File: src/rtl/pong_pkg.sv
`default_nettype none
// ============================================================================
//  Module   : pong_pkg
//  Purpose  : Shared widths and referee state encoding for the pong referee
//             block and its ball-controller interface.
//  Revision : 1.0 - initial release
// ============================================================================
package pong_pkg;

    localparam int COORD_W = 10;  // pixel coordinate width
    localparam int SCORE_W = 4;   // per-player score width
    localparam int VEL_W   = 4;   // ball x velocity width
    localparam int SIZE_W  = 5;   // ball width/height field width

    typedef enum logic [2:0] {
        IDLE       = 3'd0,
        SERVE_WAIT = 3'd1,
        SERVE      = 3'd2,
        ARM        = 3'd3,
        PLAY       = 3'd4,
        WAIT_FLIP  = 3'd5,
        GAME_OVER  = 3'd6
    } pong_state_t;

endpackage : pong_pkg
`default_nettype wire

File: src/rtl/pong_referee_if.sv
`default_nettype none
// ============================================================================
//  Module   : pong_referee_if
//  Purpose  : Link between the ball collision controller (master) and the
//             referee (slave).
//  Signals  : x_ball/y_ball/x_ball_dir/width_ball/height_ball  ball -> referee
//             bounce_x/serve/serve_dir/ball_active/ball_vel     referee -> ball
//  Revision : 1.0 - initial release
// ============================================================================
interface pong_referee_if;
    import pong_pkg::*;

    logic [COORD_W-1:0] x_ball;
    logic [COORD_W-1:0] y_ball;
    logic               x_ball_dir;
    logic [SIZE_W-1:0]  width_ball;
    logic [SIZE_W-1:0]  height_ball;
    logic               bounce_x;
    logic               serve;
    logic               serve_dir;
    logic               ball_active;
    logic [VEL_W-1:0]   ball_vel;

    modport master (
        output x_ball, y_ball, x_ball_dir, width_ball, height_ball,
        input  bounce_x, serve, serve_dir, ball_active, ball_vel
    );

    modport slave (
        input  x_ball, y_ball, x_ball_dir, width_ball, height_ball,
        output bounce_x, serve, serve_dir, ball_active, ball_vel
    );

endinterface : pong_referee_if
`default_nettype wire

File: src/rtl/paddle_hit_detect.sv
`default_nettype none
// ============================================================================
//  Module   : paddle_hit_detect
//  Purpose  : Combinational ball/paddle overlap test for one side.
//             SIDE=0: left paddle, tested on the ball left edge while moving left.
//             SIDE=1: right paddle, tested on the ball right edge while moving right.
//  Ports    : i_x_ball, i_y_ball, i_x_ball_dir, i_width_ball, i_height_ball,
//             i_y_paddle (paddle top edge), o_hit
//  Revision : 1.0 - initial release
// ============================================================================
module paddle_hit_detect
    import pong_pkg::*;
#(
    parameter bit SIDE     = 1'b0,
    parameter int X_FACE   = 40,
    parameter int PADDLE_W = 8,
    parameter int PADDLE_H = 64
) (
    input  wire logic [COORD_W-1:0] i_x_ball,
    input  wire logic [COORD_W-1:0] i_y_ball,
    input  wire logic               i_x_ball_dir,
    input  wire logic [SIZE_W-1:0]  i_width_ball,
    input  wire logic [SIZE_W-1:0]  i_height_ball,
    input  wire logic [COORD_W-1:0] i_y_paddle,
    output logic                    o_hit
);

    // One extra bit so position + size never wraps.
    localparam int                  c_EXT_W    = COORD_W + 1;
    localparam logic [c_EXT_W-1:0]  c_X_FACE   = c_EXT_W'(X_FACE);
    localparam logic [c_EXT_W-1:0]  c_PADDLE_W = c_EXT_W'(PADDLE_W);
    localparam logic [c_EXT_W-1:0]  c_PADDLE_H = c_EXT_W'(PADDLE_H);

    logic [c_EXT_W-1:0] w_x_left;
    logic [c_EXT_W-1:0] w_x_right;
    logic [c_EXT_W-1:0] w_edge;
    logic [c_EXT_W-1:0] w_y_top;
    logic [c_EXT_W-1:0] w_y_bot;
    logic [c_EXT_W-1:0] w_pad_top;
    logic [c_EXT_W-1:0] w_pad_bot;
    logic               w_dir_ok;
    logic               w_y_ok;
    logic               w_x_ok;

    assign w_x_left  = {1'b0, i_x_ball};
    assign w_x_right = w_x_left + {{(c_EXT_W-SIZE_W){1'b0}}, i_width_ball};
    assign w_y_top   = {1'b0, i_y_ball};
    assign w_y_bot   = w_y_top + {{(c_EXT_W-SIZE_W){1'b0}}, i_height_ball};
    assign w_pad_top = {1'b0, i_y_paddle};
    assign w_pad_bot = w_pad_top + c_PADDLE_H;

    // The edge facing the paddle: left edge for the left side, right edge otherwise.
    assign w_edge   = SIDE ? w_x_right : w_x_left;
    assign w_dir_ok = (i_x_ball_dir == SIDE);
    assign w_y_ok   = (w_y_bot >= w_pad_top) && (w_y_top <= w_pad_bot);

    generate
        if (SIDE == 1'b0) begin : g_left
            // Leading edge inside (X_FACE-PADDLE_W, X_FACE]
            assign w_x_ok = (w_edge <= c_X_FACE) && ((w_edge + c_PADDLE_W) > c_X_FACE);
        end else begin : g_right
            // Leading edge inside [X_FACE, X_FACE+PADDLE_W)
            assign w_x_ok = (w_edge >= c_X_FACE) && (w_edge < (c_X_FACE + c_PADDLE_W));
        end
    endgenerate

    assign o_hit = w_dir_ok && w_x_ok && w_y_ok;

endmodule : paddle_hit_detect
`default_nettype wire

File: src/rtl/pong_referee.sv
`default_nettype none
// ============================================================================
//  Module   : pong_referee
//  Purpose  : Pong referee. Watches the ball every game tick, requests paddle
//             bounces, scores goals, re-serves after a delay and detects the
//             end of the match.
//  Ports    : game_clk, reset (sync, active high), start,
//             y_lpaddle, y_rpaddle, ball (pong_referee_if.slave),
//             score_l, score_r, game_over, winner
//  Config   : SPEEDUP_EN - when defined, every HITS_PER_UP-th paddle hit raises
//             ball_vel by one (saturating at VEL_MAX); reset to VEL_INIT on serve.
//  Revision : 1.0 - initial release
// ============================================================================
module pong_referee
    import pong_pkg::*;
#(
    parameter int X_LPADDLE   = 40,
    parameter int X_RPADDLE   = 600,
    parameter int PADDLE_W    = 8,
    parameter int PADDLE_H    = 64,
    parameter int X_LGOAL     = 8,
    parameter int X_RGOAL     = 632,
    parameter int WIN_SCORE   = 9,
    parameter int SERVE_TICKS = 120,
    parameter int VEL_INIT    = 2,
    parameter int VEL_MAX     = 6,
    parameter int HITS_PER_UP = 4
) (
    input  wire logic               game_clk,
    input  wire logic               reset,
    input  wire logic               start,
    input  wire logic [COORD_W-1:0] y_lpaddle,
    input  wire logic [COORD_W-1:0] y_rpaddle,
    pong_referee_if.slave           ball,
    output logic [SCORE_W-1:0]      score_l,
    output logic [SCORE_W-1:0]      score_r,
    output logic                    game_over,
    output logic                    winner
);

    localparam int                  c_EXT_W      = COORD_W + 1;
    localparam int                  c_CNT_W      = $clog2(SERVE_TICKS + 1);
    localparam logic [c_CNT_W-1:0]  c_SERVE_LAST = c_CNT_W'(SERVE_TICKS - 1);
    localparam logic [SCORE_W-1:0]  c_WIN        = SCORE_W'(WIN_SCORE);
    localparam logic [c_EXT_W-1:0]  c_X_LGOAL    = c_EXT_W'(X_LGOAL);
    localparam logic [c_EXT_W-1:0]  c_X_RGOAL    = c_EXT_W'(X_RGOAL);
    // Serve speed never starts above the ceiling.
    localparam logic [VEL_W-1:0]    c_VEL_INIT   = VEL_W'((VEL_INIT > VEL_MAX) ? VEL_MAX : VEL_INIT);

    pong_state_t         r_state,     w_state_nxt;
    logic [c_CNT_W-1:0]  r_cnt,       w_cnt_nxt;
    logic [SCORE_W-1:0]  r_score_l,   w_score_l_nxt;
    logic [SCORE_W-1:0]  r_score_r,   w_score_r_nxt;
    logic                r_bounce,    w_bounce_nxt;
    logic                r_serve,     w_serve_nxt;
    logic                r_serve_dir, w_serve_dir_nxt;
    logic                r_active,    w_active_nxt;
    logic [VEL_W-1:0]    r_vel,       w_vel_nxt;
    logic                r_game_over, w_game_over_nxt;
    logic                r_winner,    w_winner_nxt;
    logic                r_flip_dir,  w_flip_dir_nxt;

`ifdef SPEEDUP_EN
    localparam int                  c_HITS_W    = $clog2(HITS_PER_UP + 1);
    localparam logic [c_HITS_W-1:0] c_HITS_LAST = c_HITS_W'(HITS_PER_UP - 1);
    localparam logic [VEL_W-1:0]    c_VEL_MAX   = VEL_W'(VEL_MAX);
    logic [c_HITS_W-1:0] r_hits, w_hits_nxt;
`else
    // Speed-up disabled: HITS_PER_UP has no effect on this build.
    if (HITS_PER_UP < 1) begin : g_no_speedup
    end
`endif

    logic               w_hit_l;
    logic               w_hit_r;
    logic               w_goal_l;
    logic               w_goal_r;
    logic [c_EXT_W-1:0] w_x_right;
    logic [SCORE_W-1:0] w_score_l_inc;
    logic [SCORE_W-1:0] w_score_r_inc;

    paddle_hit_detect #(
        .SIDE(1'b0), .X_FACE(X_LPADDLE), .PADDLE_W(PADDLE_W), .PADDLE_H(PADDLE_H)
    ) u_hit_l (
        .i_x_ball(ball.x_ball), .i_y_ball(ball.y_ball), .i_x_ball_dir(ball.x_ball_dir),
        .i_width_ball(ball.width_ball), .i_height_ball(ball.height_ball),
        .i_y_paddle(y_lpaddle), .o_hit(w_hit_l)
    );

    paddle_hit_detect #(
        .SIDE(1'b1), .X_FACE(X_RPADDLE), .PADDLE_W(PADDLE_W), .PADDLE_H(PADDLE_H)
    ) u_hit_r (
        .i_x_ball(ball.x_ball), .i_y_ball(ball.y_ball), .i_x_ball_dir(ball.x_ball_dir),
        .i_width_ball(ball.width_ball), .i_height_ball(ball.height_ball),
        .i_y_paddle(y_rpaddle), .o_hit(w_hit_r)
    );

    assign w_x_right     = {1'b0, ball.x_ball} + {{(c_EXT_W-SIZE_W){1'b0}}, ball.width_ball};
    assign w_goal_l      = !ball.x_ball_dir && ({1'b0, ball.x_ball} <= c_X_LGOAL);
    assign w_goal_r      = ball.x_ball_dir && (w_x_right >= c_X_RGOAL);
    assign w_score_l_inc = r_score_l + SCORE_W'(1);
    assign w_score_r_inc = r_score_r + SCORE_W'(1);

    always_comb begin
        w_state_nxt     = r_state;
        w_cnt_nxt       = r_cnt;
        w_score_l_nxt   = r_score_l;
        w_score_r_nxt   = r_score_r;
        w_bounce_nxt    = 1'b0;
        w_serve_dir_nxt = r_serve_dir;
        w_vel_nxt       = r_vel;
        w_winner_nxt    = r_winner;
        w_flip_dir_nxt  = r_flip_dir;
`ifdef SPEEDUP_EN
        w_hits_nxt      = r_hits;
`endif
        case (r_state)
            IDLE, GAME_OVER: begin
                if (start) begin
                    w_state_nxt     = SERVE_WAIT;
                    w_cnt_nxt       = '0;
                    w_score_l_nxt   = '0;
                    w_score_r_nxt   = '0;
                    w_serve_dir_nxt = 1'b1;
                    w_winner_nxt    = 1'b0;
                end
            end
            SERVE_WAIT: begin
                if (r_cnt == c_SERVE_LAST) begin
                    w_state_nxt = SERVE;
                    w_vel_nxt   = c_VEL_INIT;
`ifdef SPEEDUP_EN
                    w_hits_nxt  = '0;
`endif
                end else begin
                    w_cnt_nxt = r_cnt + c_CNT_W'(1);
                end
            end
            SERVE:   w_state_nxt = ARM;
            ARM:     w_state_nxt = PLAY;
            PLAY: begin
                // Hit takes priority over goal if both ever evaluate true.
                if (w_hit_l || w_hit_r) begin
                    w_state_nxt    = WAIT_FLIP;
                    w_bounce_nxt   = 1'b1;
                    w_flip_dir_nxt = ball.x_ball_dir;
`ifdef SPEEDUP_EN
                    if (r_hits == c_HITS_LAST) begin
                        w_hits_nxt = '0;
                        if (r_vel < c_VEL_MAX) begin
                            w_vel_nxt = r_vel + VEL_W'(1);
                        end
                    end else begin
                        w_hits_nxt = r_hits + c_HITS_W'(1);
                    end
`endif
                end else if (w_goal_l) begin
                    w_score_r_nxt = w_score_r_inc;
                    if (w_score_r_inc == c_WIN) begin
                        w_state_nxt  = GAME_OVER;
                        w_winner_nxt = 1'b1;
                    end else begin
                        w_state_nxt     = SERVE_WAIT;
                        w_cnt_nxt       = '0;
                        w_serve_dir_nxt = 1'b0;
                    end
                end else if (w_goal_r) begin
                    w_score_l_nxt = w_score_l_inc;
                    if (w_score_l_inc == c_WIN) begin
                        w_state_nxt  = GAME_OVER;
                        w_winner_nxt = 1'b0;
                    end else begin
                        w_state_nxt     = SERVE_WAIT;
                        w_cnt_nxt       = '0;
                        w_serve_dir_nxt = 1'b1;
                    end
                end
            end
            WAIT_FLIP: begin
                // Detection resumes only once the ball controller has flipped direction.
                if (ball.x_ball_dir != r_flip_dir) begin
                    w_state_nxt = PLAY;
                end
            end
            default: w_state_nxt = IDLE;
        endcase

        // Level outputs follow the state being entered so they are registered.
        w_serve_nxt     = (w_state_nxt == SERVE);
        w_active_nxt    = (w_state_nxt == PLAY) || (w_state_nxt == WAIT_FLIP);
        w_game_over_nxt = (w_state_nxt == GAME_OVER);
    end

    always_ff @(posedge game_clk) begin
        if (reset) begin
            r_state     <= IDLE;
            r_cnt       <= '0;
            r_score_l   <= '0;
            r_score_r   <= '0;
            r_bounce    <= 1'b0;
            r_serve     <= 1'b0;
            r_serve_dir <= 1'b1;
            r_active    <= 1'b0;
            r_vel       <= c_VEL_INIT;
            r_game_over <= 1'b0;
            r_winner    <= 1'b0;
            r_flip_dir  <= 1'b0;
`ifdef SPEEDUP_EN
            r_hits      <= '0;
`endif
        end else begin
            r_state     <= w_state_nxt;
            r_cnt       <= w_cnt_nxt;
            r_score_l   <= w_score_l_nxt;
            r_score_r   <= w_score_r_nxt;
            r_bounce    <= w_bounce_nxt;
            r_serve     <= w_serve_nxt;
            r_serve_dir <= w_serve_dir_nxt;
            r_active    <= w_active_nxt;
            r_vel       <= w_vel_nxt;
            r_game_over <= w_game_over_nxt;
            r_winner    <= w_winner_nxt;
            r_flip_dir  <= w_flip_dir_nxt;
`ifdef SPEEDUP_EN
            r_hits      <= w_hits_nxt;
`endif
        end
    end

    assign ball.bounce_x    = r_bounce;
    assign ball.serve       = r_serve;
    assign ball.serve_dir   = r_serve_dir;
    assign ball.ball_active = r_active;
    assign ball.ball_vel    = r_vel;
    assign score_l          = r_score_l;
    assign score_r          = r_score_r;
    assign game_over        = r_game_over;
    assign winner           = r_winner;

endmodule : pong_referee
`default_nettype wire
File: src/flat_wrapper.sv
// flat-port wrapper written by rule: the top's interface ports become plain ports
module pong_referee_flat import pong_pkg::*;
#(
    parameter int X_LPADDLE   = 40,
    parameter int X_RPADDLE   = 600,
    parameter int PADDLE_W    = 8,
    parameter int PADDLE_H    = 64,
    parameter int X_LGOAL     = 8,
    parameter int X_RGOAL     = 632,
    parameter int WIN_SCORE   = 9,
    parameter int SERVE_TICKS = 120,
    parameter int VEL_INIT    = 2,
    parameter int VEL_MAX     = 6,
    parameter int HITS_PER_UP = 4
)
  (game_clk, reset, start, y_lpaddle, y_rpaddle, score_l, score_r, game_over, winner, ball_x_ball, ball_y_ball, ball_x_ball_dir, ball_width_ball, ball_height_ball, ball_bounce_x, ball_serve, ball_serve_dir, ball_ball_active, ball_ball_vel);
  pong_referee_if ball_i ();
  input  wire logic game_clk;
  input  wire logic reset;
  input  wire logic start;
  input  wire logic [COORD_W-1:0] y_lpaddle;
  input  wire logic [COORD_W-1:0] y_rpaddle;
  output logic [SCORE_W-1:0] score_l;
  output logic [SCORE_W-1:0] score_r;
  output logic game_over;
  output logic winner;
  input wire logic [$bits(ball_i.x_ball)-1:0] ball_x_ball;
  input wire logic [$bits(ball_i.y_ball)-1:0] ball_y_ball;
  input wire logic [$bits(ball_i.x_ball_dir)-1:0] ball_x_ball_dir;
  input wire logic [$bits(ball_i.width_ball)-1:0] ball_width_ball;
  input wire logic [$bits(ball_i.height_ball)-1:0] ball_height_ball;
  output wire logic [$bits(ball_i.bounce_x)-1:0] ball_bounce_x;
  output wire logic [$bits(ball_i.serve)-1:0] ball_serve;
  output wire logic [$bits(ball_i.serve_dir)-1:0] ball_serve_dir;
  output wire logic [$bits(ball_i.ball_active)-1:0] ball_ball_active;
  output wire logic [$bits(ball_i.ball_vel)-1:0] ball_ball_vel;
  assign ball_i.x_ball = ball_x_ball;
  assign ball_i.y_ball = ball_y_ball;
  assign ball_i.x_ball_dir = ball_x_ball_dir;
  assign ball_i.width_ball = ball_width_ball;
  assign ball_i.height_ball = ball_height_ball;
  assign ball_bounce_x = ball_i.bounce_x;
  assign ball_serve = ball_i.serve;
  assign ball_serve_dir = ball_i.serve_dir;
  assign ball_ball_active = ball_i.ball_active;
  assign ball_ball_vel = ball_i.ball_vel;
  pong_referee #(.X_LPADDLE(X_LPADDLE), .X_RPADDLE(X_RPADDLE), .PADDLE_W(PADDLE_W), .PADDLE_H(PADDLE_H), .X_LGOAL(X_LGOAL), .X_RGOAL(X_RGOAL), .WIN_SCORE(WIN_SCORE), .SERVE_TICKS(SERVE_TICKS), .VEL_INIT(VEL_INIT), .VEL_MAX(VEL_MAX), .HITS_PER_UP(HITS_PER_UP)) u_core (.game_clk(game_clk), .reset(reset), .start(start), .y_lpaddle(y_lpaddle), .y_rpaddle(y_rpaddle), .ball(ball_i), .score_l(score_l), .score_r(score_r), .game_over(game_over), .winner(winner));
endmodule
File: config.mk
export PLATFORM = sky130hd
export DESIGN_NAME = pong_referee_flat
export DESIGN_NICKNAME = d
export VERILOG_FILES = /design/src/rtl/pong_pkg.sv /design/src/rtl/pong_referee_if.sv /design/src/rtl/paddle_hit_detect.sv /design/src/rtl/pong_referee.sv /design/src/flat_wrapper.sv
export SDC_FILE = /design/constraint.sdc
export NUM_CORES = 1
export LEC_CHECK = 0
export ABC_AREA = 1
export CELL_PAD_IN_SITES_DETAIL_PLACEMENT = 1
export CELL_PAD_IN_SITES_GLOBAL_PLACEMENT = 2
export CORE_ASPECT_RATIO = 0.75
export CORE_MARGIN = 2
export CORE_UTILIZATION = 30
export DETAILED_ROUTE_END_ITERATION = 12
export PLACE_DENSITY = 0.95
export RECOVER_POWER = 100
export REMOVE_ABC_BUFFERS = 1
export SLEW_MARGIN = 0
export SYNTH_ARGS = -nofsm -noshare
export SYNTH_HDL_FRONTEND = slang
export SYNTH_SLANG_ARGS = --single-unit
File: constraint.sdc
create_clock -name game_clk -period 9.4 [get_ports game_clk]
set_clock_uncertainty 0.15 [all_clocks]
set_input_delay 1.41 -clock game_clk [delete_from_list [all_inputs] [get_ports game_clk]]
set_output_delay 1.41 -clock game_clk [all_outputs]
set_load 0.02 [all_outputs]
==> results.md, run 1 <==
* Status: finished, final reports clean
* Final setup fails at 0
* Post-CTS Resized at 0
* Via Count at 3712
* Cell-internal power at 243 uW
* Final hold violation count at 0
* CP dominant cell by count: nand2_1
* Worst-margin pin slew at 0.690 ns
* Design Power at 389 uW
* Worst skew pair latency at 0.26 ns
* DIE WIDTH at 129 um
* Hold slack at 0.312 ns
* Final setup margin at 4.42 ns
* Max stage delay on crit path at 0.60 ns
* Max cap viols at 0
* Number of synthesized flops with an enable pin at 0
* Die height at 97.7 um
* Unique masters post-synth at 40
* Ant diodes at 0
* CTS clk-pin slew, worst paths at 0.07 ns
* CP cell instances: dlygate4sd3_1 > ha_1 > nand3_1 > nand2_1 > a21oi_1 > o21bai_1 > nand2_1 > nor4_1 > xor2_1 > ha_1 > inv_1 > o2111ai_1 > nor2_1 > nand3_1 > nand3_1 > nand2_1 > nand2_1 > nand3_1 > nand2_1 > inv_1 > nor2_1
* Number of fill cells at 1501
* Storage cell area at 500 sq um
* Core box area at 11500 sq um
* Crit-path max FO at 8
* Fin cells at 759
* H-tree levels at 1
* VDD IR-drop max at 0.0000780 V
* Clock Root Buffer: clkbuf_16
* Unrepaired setup endpoints after global routing: false
* Starting Density at 30.6%
* Reg power frac at 29.0%
* I/O pin total at 72
* Ratio of cells with drive above 1 in the final layout at 3.90%
* IO buf count at 67
* Reg2reg setup slack at 6.93 ns
* Buffers & Inverters on Critical Path at 3
* Seq/Total Area, Yosys at 14.3%
* Synth top cells by count: 119 x nand2_1, 88 x inv_1, 57 x ha_1, 51 x nand3_1, 51 x nor2_1
* Syn Inst Count at 549
* Final wirelength at 10.5 mm
* Placed Cells at 755
* Pre-CTS setup slack at 4.43 ns
* Synthesized flop and latch total at 25
* Gr usage total at 17.1%
* Clk buf depth at 2
* Worst path slowest cell: dlygate4sd3_1
* Post-synth top flop: dfxtp_1
* Yosys top cell area share at 20.3%
* PD cells at 89.8 nW/um^2
* First-pass GRT wire length at 17.8 mm
* Vias in the first global route at 3836
* LEAKAGE at 2.18 nW
* Clock share of power at 24.9%
* WS Path Type: in2reg
* Multi-input gate area at 2550 sq um
* P_sw at 146 uW
* CTS tree: done
* Cell family with most CP delay: simple AND/OR/NAND/NOR gates
* GPL Wtd Cong at 0.821
* Synth warn at 0
* Switching portion of total power at 37.5%
* Detail Route Antenna Nets at 0
* WP data required at 9.45 ns
* Cell with the most instances after synthesis: nand2_1
* Die ar. at 12600 sq um
* Initial drt markers at 92
* Max Slew Vio Count at 0
* WL per Instance at 13.9 um
* Area after DPL at 4320 sq um
* Total negative slack at 0 ns
* Initial antenna violation count at 0
* Nets@finish at 729
* Fmax at 201 MHz
* Asr flop ratio synth at 0%
* Combinational power share at 46.1%
* Clk sink count at 25
* Worst Path Arrival at 5.04 ns
* Post-DP HPWL at 9.17 mm
* Slew HR at 53.9%
* Setup bufs post-CTS at 0
* Synth area leaders: ha_1 20%, dfxtp_1 14%, nand2_1 13%
* Final period utilization at 53.0%
* Post-synth top area cell: ha_1
* Critical path capture point type: flip-flop
* First-pass DRT Iterations at 4
* Area growth from synthesis to layout at 23.4%
* Grt ovf at 0
* Worst Setup Start Kind: primary input
* Worst hold path class: reg2reg
* Period minus WS final at 4.98 ns
* Vias per inst at 4.89
* Area of the mapped netlist at 3510 sq um
* Avg Inst Size Synth at 6.40 sq um
* Floorplan row count at 34
* DRC at 0
* Total CTS buffers at 3
* Post-layout util at 37.7%
* Final instance area at 4330 sq um
* Hold_buf cts at 0
* Pin count of the biggest net entering global routing at 16
## kinds of logic (layout without fill, tap and decap cells)
group,after synthesis,count (layout),synth area share [%]
compound gates,64,64,10.4
other cells,2,4,0.214
fa+ha+maj,59,59,21.5
flops,25,25,14.3
xor+xnor,22,22,5.49
buf+inv,102,166,11.4
simple gates,275,275,36.8
## final timing paths
check               startpoint           endpoint  cells past startpoint
max             ball_y_ball[2]  u_core.score_l[2]                     21
min              u_core.winner      u_core.winner                      2
max reg2reg  u_core.r_state[2]    u_core.r_cnt[1]                      9
min reg2reg      u_core.winner      u_core.winner                      2
## per-layer routing
layer  GRT usage (%)  up-vias  wire length [um]
met4            2.26        0                61
li1                -     1921                 -
met2            28.9       50              4780
met3            1.87        6               316
met1            23.8     1735              5390
met5               0        -                 0
## power groups by stage
stage / Combinational (mW) / Clock (mW) / Sequential [mW]
floorplan: 0.111 / 0 / 0.117
global placement: 0.174 / 0 / 0.115
detailed placement: 0.183 / 0 / 0.115
CTS: 0.184 / 0.0984 / 0.113
global route: 0.203 / 0.105 / 0.113
finish: 0.179 / 0.0969 / 0.113
## cell usage in the layout (no fill, tap or decap), types with 3 or more instances in the layout
cell type / count
inv_1: 88
clkdlybuf4s50_1: 50
nor2_1: 52
nor3_1: 6
nand2_2: 8
xor2_1: 14
nand3_1: 56
a211oi_1: 3
a21oi_1: 34
inv_2: 5
dfxtp_1: 25
o21ai_0: 14
clkbuf_16: 3
ha_1: 57
dlygate4sd3_1: 17
o21a_1: 3
xnor2_1: 8
conb_1: 4
nand4_1: 18
nand2_1: 125
## sequential cells by signal (all words and copies together), names as in the netlist
signal and flops:
u_core.r_cnt 7, u_core.score_l 4, u_core.score_r 4, u_core.r_state 3, u_core.ball.ball_active 1, u_core.ball.bounce_x 1, u_core.ball.serve 1, u_core.ball.serve_dir 1
u_core.game_over 1, u_core.r_flip_dir 1, u_core.winner 1
## worst reg2reg max path: cells and delay by family, from the launching register on
family	cells	cell delay, ns
buf+inv	2	0.21
flops	1	0.47
compound gates	1	0.09
simple gates	6	1.44
## layout make-up
| class | count | share of cell area [%] |
|---|---|---|
| repair buffers | 67 | 15.5 |
| multi-input cells | 424 | 58.8 |
| inverters | 95 | 8.23 |
| well taps | 144 | 4.16 |
| clock buffers | 4 | 1.82 |
| flip-flops and latches | 25 | 11.6 |
Note: power is estimated with default switching activity, not from simulation.
==> run 2: changes to the inputs <==
--- a/config.mk
+++ b/config.mk
@@ -10,9 +10,9 @@
 export CELL_PAD_IN_SITES_GLOBAL_PLACEMENT = 2
 export CORE_ASPECT_RATIO = 0.75
 export CORE_MARGIN = 2
-export CORE_UTILIZATION = 30
+export CORE_UTILIZATION = 25
 export DETAILED_ROUTE_END_ITERATION = 12
-export PLACE_DENSITY = 0.95
+export PLACE_DENSITY = 0.85
 export RECOVER_POWER = 100
 export REMOVE_ABC_BUFFERS = 1
 export SLEW_MARGIN = 0
==> constraint.sdc (replaced) <==
create_clock -name game_clk -period 4.23 [get_ports game_clk]
set_clock_uncertainty 0.15 [all_clocks]
set_input_delay 0.6345 -clock game_clk [delete_from_list [all_inputs] [get_ports game_clk]]
set_output_delay 0.6345 -clock game_clk [all_outputs]
set_load 0.02 [all_outputs]
==> results.md, run 2 (synthesized netlist as in run 1, its figures left out) <==
* Max cap viols at 0
* Post-layout util at 32.3%
* RR Endpoint: u_core.score_r[3]
* Clock Root Buffer: clkbuf_16
* Hold slack at 0.325 ns
* Final wirelength at 11.0 mm
* Combinational power share at 45.9%
* Reg power frac at 28.6%
* Detail Route Antenna Nets at 0
* Ant diodes at 0
* Final setup margin at 0.392 ns
* Clock share of power at 25.5%
* Area after DPL at 4390 sq um
* CP endpoint: u_core.score_l[3]
* Initial drt markers at 111
* Largest Register: u_core.r_cnt
* Total negative slack at 0 ns
* Final hold violation count at 0
* Critical path capture point type: flip-flop
* Slew HR at 15.8%
* Worst r2r path cells at 9
* Die ar. at 15000 sq um
* Area growth from synthesis to layout at 25.9%
* Final setup fails at 0
* Initial antenna violation count at 0
* CTS clk-pin slew, worst paths at 0.07 ns
* First-pass DRT Iterations at 4
* Unrepaired setup endpoints after global routing: false
* WS Path Type: in2reg
* Clk sink count at 25
* Most frequent cells in the layout: 123 x nand2_1, 88 x inv_1, 57 x ha_1, 54 x nand3_1, 53 x clkdlybuf4s50_1
* Vias per inst at 4.66
* Core box area at 13700 sq um
* Cell-internal power at 541 uW
* Max Slew Vio Count at 0
* Hold_buf cts at 0
* IO buf count at 67
* Switching portion of total power at 38.2%
* Buffers & Inverters on Critical Path at 3
* CP cell instances: clkdlybuf4s50_1 > ha_1 > nand3_1 > nand2_1 > a21oi_1 > o21bai_1 > nand2_1 > nor4_1 > xor2_1 > ha_1 > inv_1 > o2111ai_1 > nor2_1 > nand3_1 > nand3_1 > nand2_2 > nand2_4 > nand3_2 > nand2_1 > inv_1 > nor2_1
* DIE WIDTH at 141 um
* Pre-CTS setup slack at 0.0582 ns
* WP data required at 4.28 ns
* Storage cell area at 500 sq um
* Reg2reg setup slack at 1.36 ns
* Worst-margin pin slew at 1.26 ns
* Post-DP HPWL at 9.52 mm
* Stages on the worst setup path at 21
* Nets@finish at 732
* Crit-path max FO at 8
* Max stage delay on crit path at 0.51 ns
* VDD IR-drop max at 0.000109 V
* Design Power at 876 uW
* Placed Cells at 789
* Multi-input gate area at 2570 sq um
* Final instance area at 4420 sq um
* First-pass GRT wire length at 18.8 mm
* I/O pin total at 72
* Grt ovf at 0
* Starting Density at 25.6%
* Cell family with most CP delay: simple AND/OR/NAND/NOR gates
* Number of fill cells at 1788
* Max reg flops at 7
* Worst Path Arrival at 3.89 ns
* P_sw at 335 uW
* Worst skew pair latency at 0.27 ns
* Fin cells at 793
* PD cells at 198 nW/um^2
* Worst Setup Start Kind: primary input
* DRC at 0
* Ratio of cells with drive above 1 in the final layout at 5.34%
* Reg2reg start: u_core.r_state[0]
* Status: finished, final reports clean
* LEAKAGE at 2.22 nW
* CTS tree: done
* H-tree levels at 1
* Period minus WS final at 3.84 ns
* Total CTS buffers at 3
* Pin count of the biggest net entering global routing at 16
* Final period utilization at 90.7%
* WL per Instance at 13.9 um
* Fmax at 261 MHz
* Clk buf depth at 2
* Post-CTS Resized at 0
* Die height at 107 um
* Floorplan row count at 37
* GPL Wtd Cong at 0.787
* Worst path slowest cell: clkdlybuf4s50_1
* Most common cell after layout, fill and taps aside: nand2_1
* Vias in the first global route at 3918
* Via Count at 3696
* Setup bufs post-CTS at 0
* Worst hold path class: reg2reg
* Critical path startpoint: ball_y_ball[1]
* Gr usage total at 15.0%
-- run 2: worst min path at each step --
| stage | cells after the start | endpoint | start | slack [ns] |
|---|---|---|---|---|
| floorplan | 2 | u_core.r_cnt[6] | u_core.r_cnt[6] | 0.28 |
| global placement | 2 | u_core.r_cnt[6] | u_core.r_cnt[6] | 0.30 |
| detailed placement | 2 | u_core.r_cnt[6] | u_core.r_cnt[6] | 0.32 |
| CTS | 2 | u_core.r_cnt[6] | u_core.r_cnt[6] | 0.33 |
| global route | 2 | u_core.r_cnt[6] | u_core.r_cnt[6] | 0.36 |
| finish | 2 | u_core.ball.serve_dir | u_core.ball.serve_dir | 0.33 |
-- run 2: routing by layer --
| metal | vias to the layer above | track usage (%) | part of all wire, % |
|---|---|---|---|
| met4 | 0 | 1.50 | 0.44 |
| met3 | 4 | 1.47 | 2.8 |
| met1 | 1724 | 21.5 | 53 |
| met2 | 46 | 25.2 | 44 |
| met5 | - | 0 | 0 |
| li1 | 1922 | - | - |
-- run 2: worst register-to-register path, delay by kind of cell (launching register included) --
family	cells	cell delay [ns]
DFF	1	0.39
AOI/OAI and AO/OA	1	0.22
buffers and inverters	3	0.35
and+or+nand+nor	5	1.69
-- run 2: layout make-up --
cell class                      instances  share of cell area [%]
Tap cell                              175                    4.95
Multi-Input combinational cell        424                    58.2
Timing Repair Buffer                   70                    15.7
Clock buffer                            3                    1.70
Sequential cell                        25                    11.3
Inverter                               95                    8.07
Clock inverter                          1                   0.113
-- run 2: power groups by stage --
stage / clock network, mW / registers [mW] / logic (mW)
global placement: 0 / 0.256 / 0.394
CTS: 0.228 / 0.251 / 0.412
finish: 0.224 / 0.250 / 0.402
floorplan: 0 / 0.260 / 0.247
global route: 0.236 / 0.252 / 0.459
detailed placement: 0 / 0.256 / 0.410
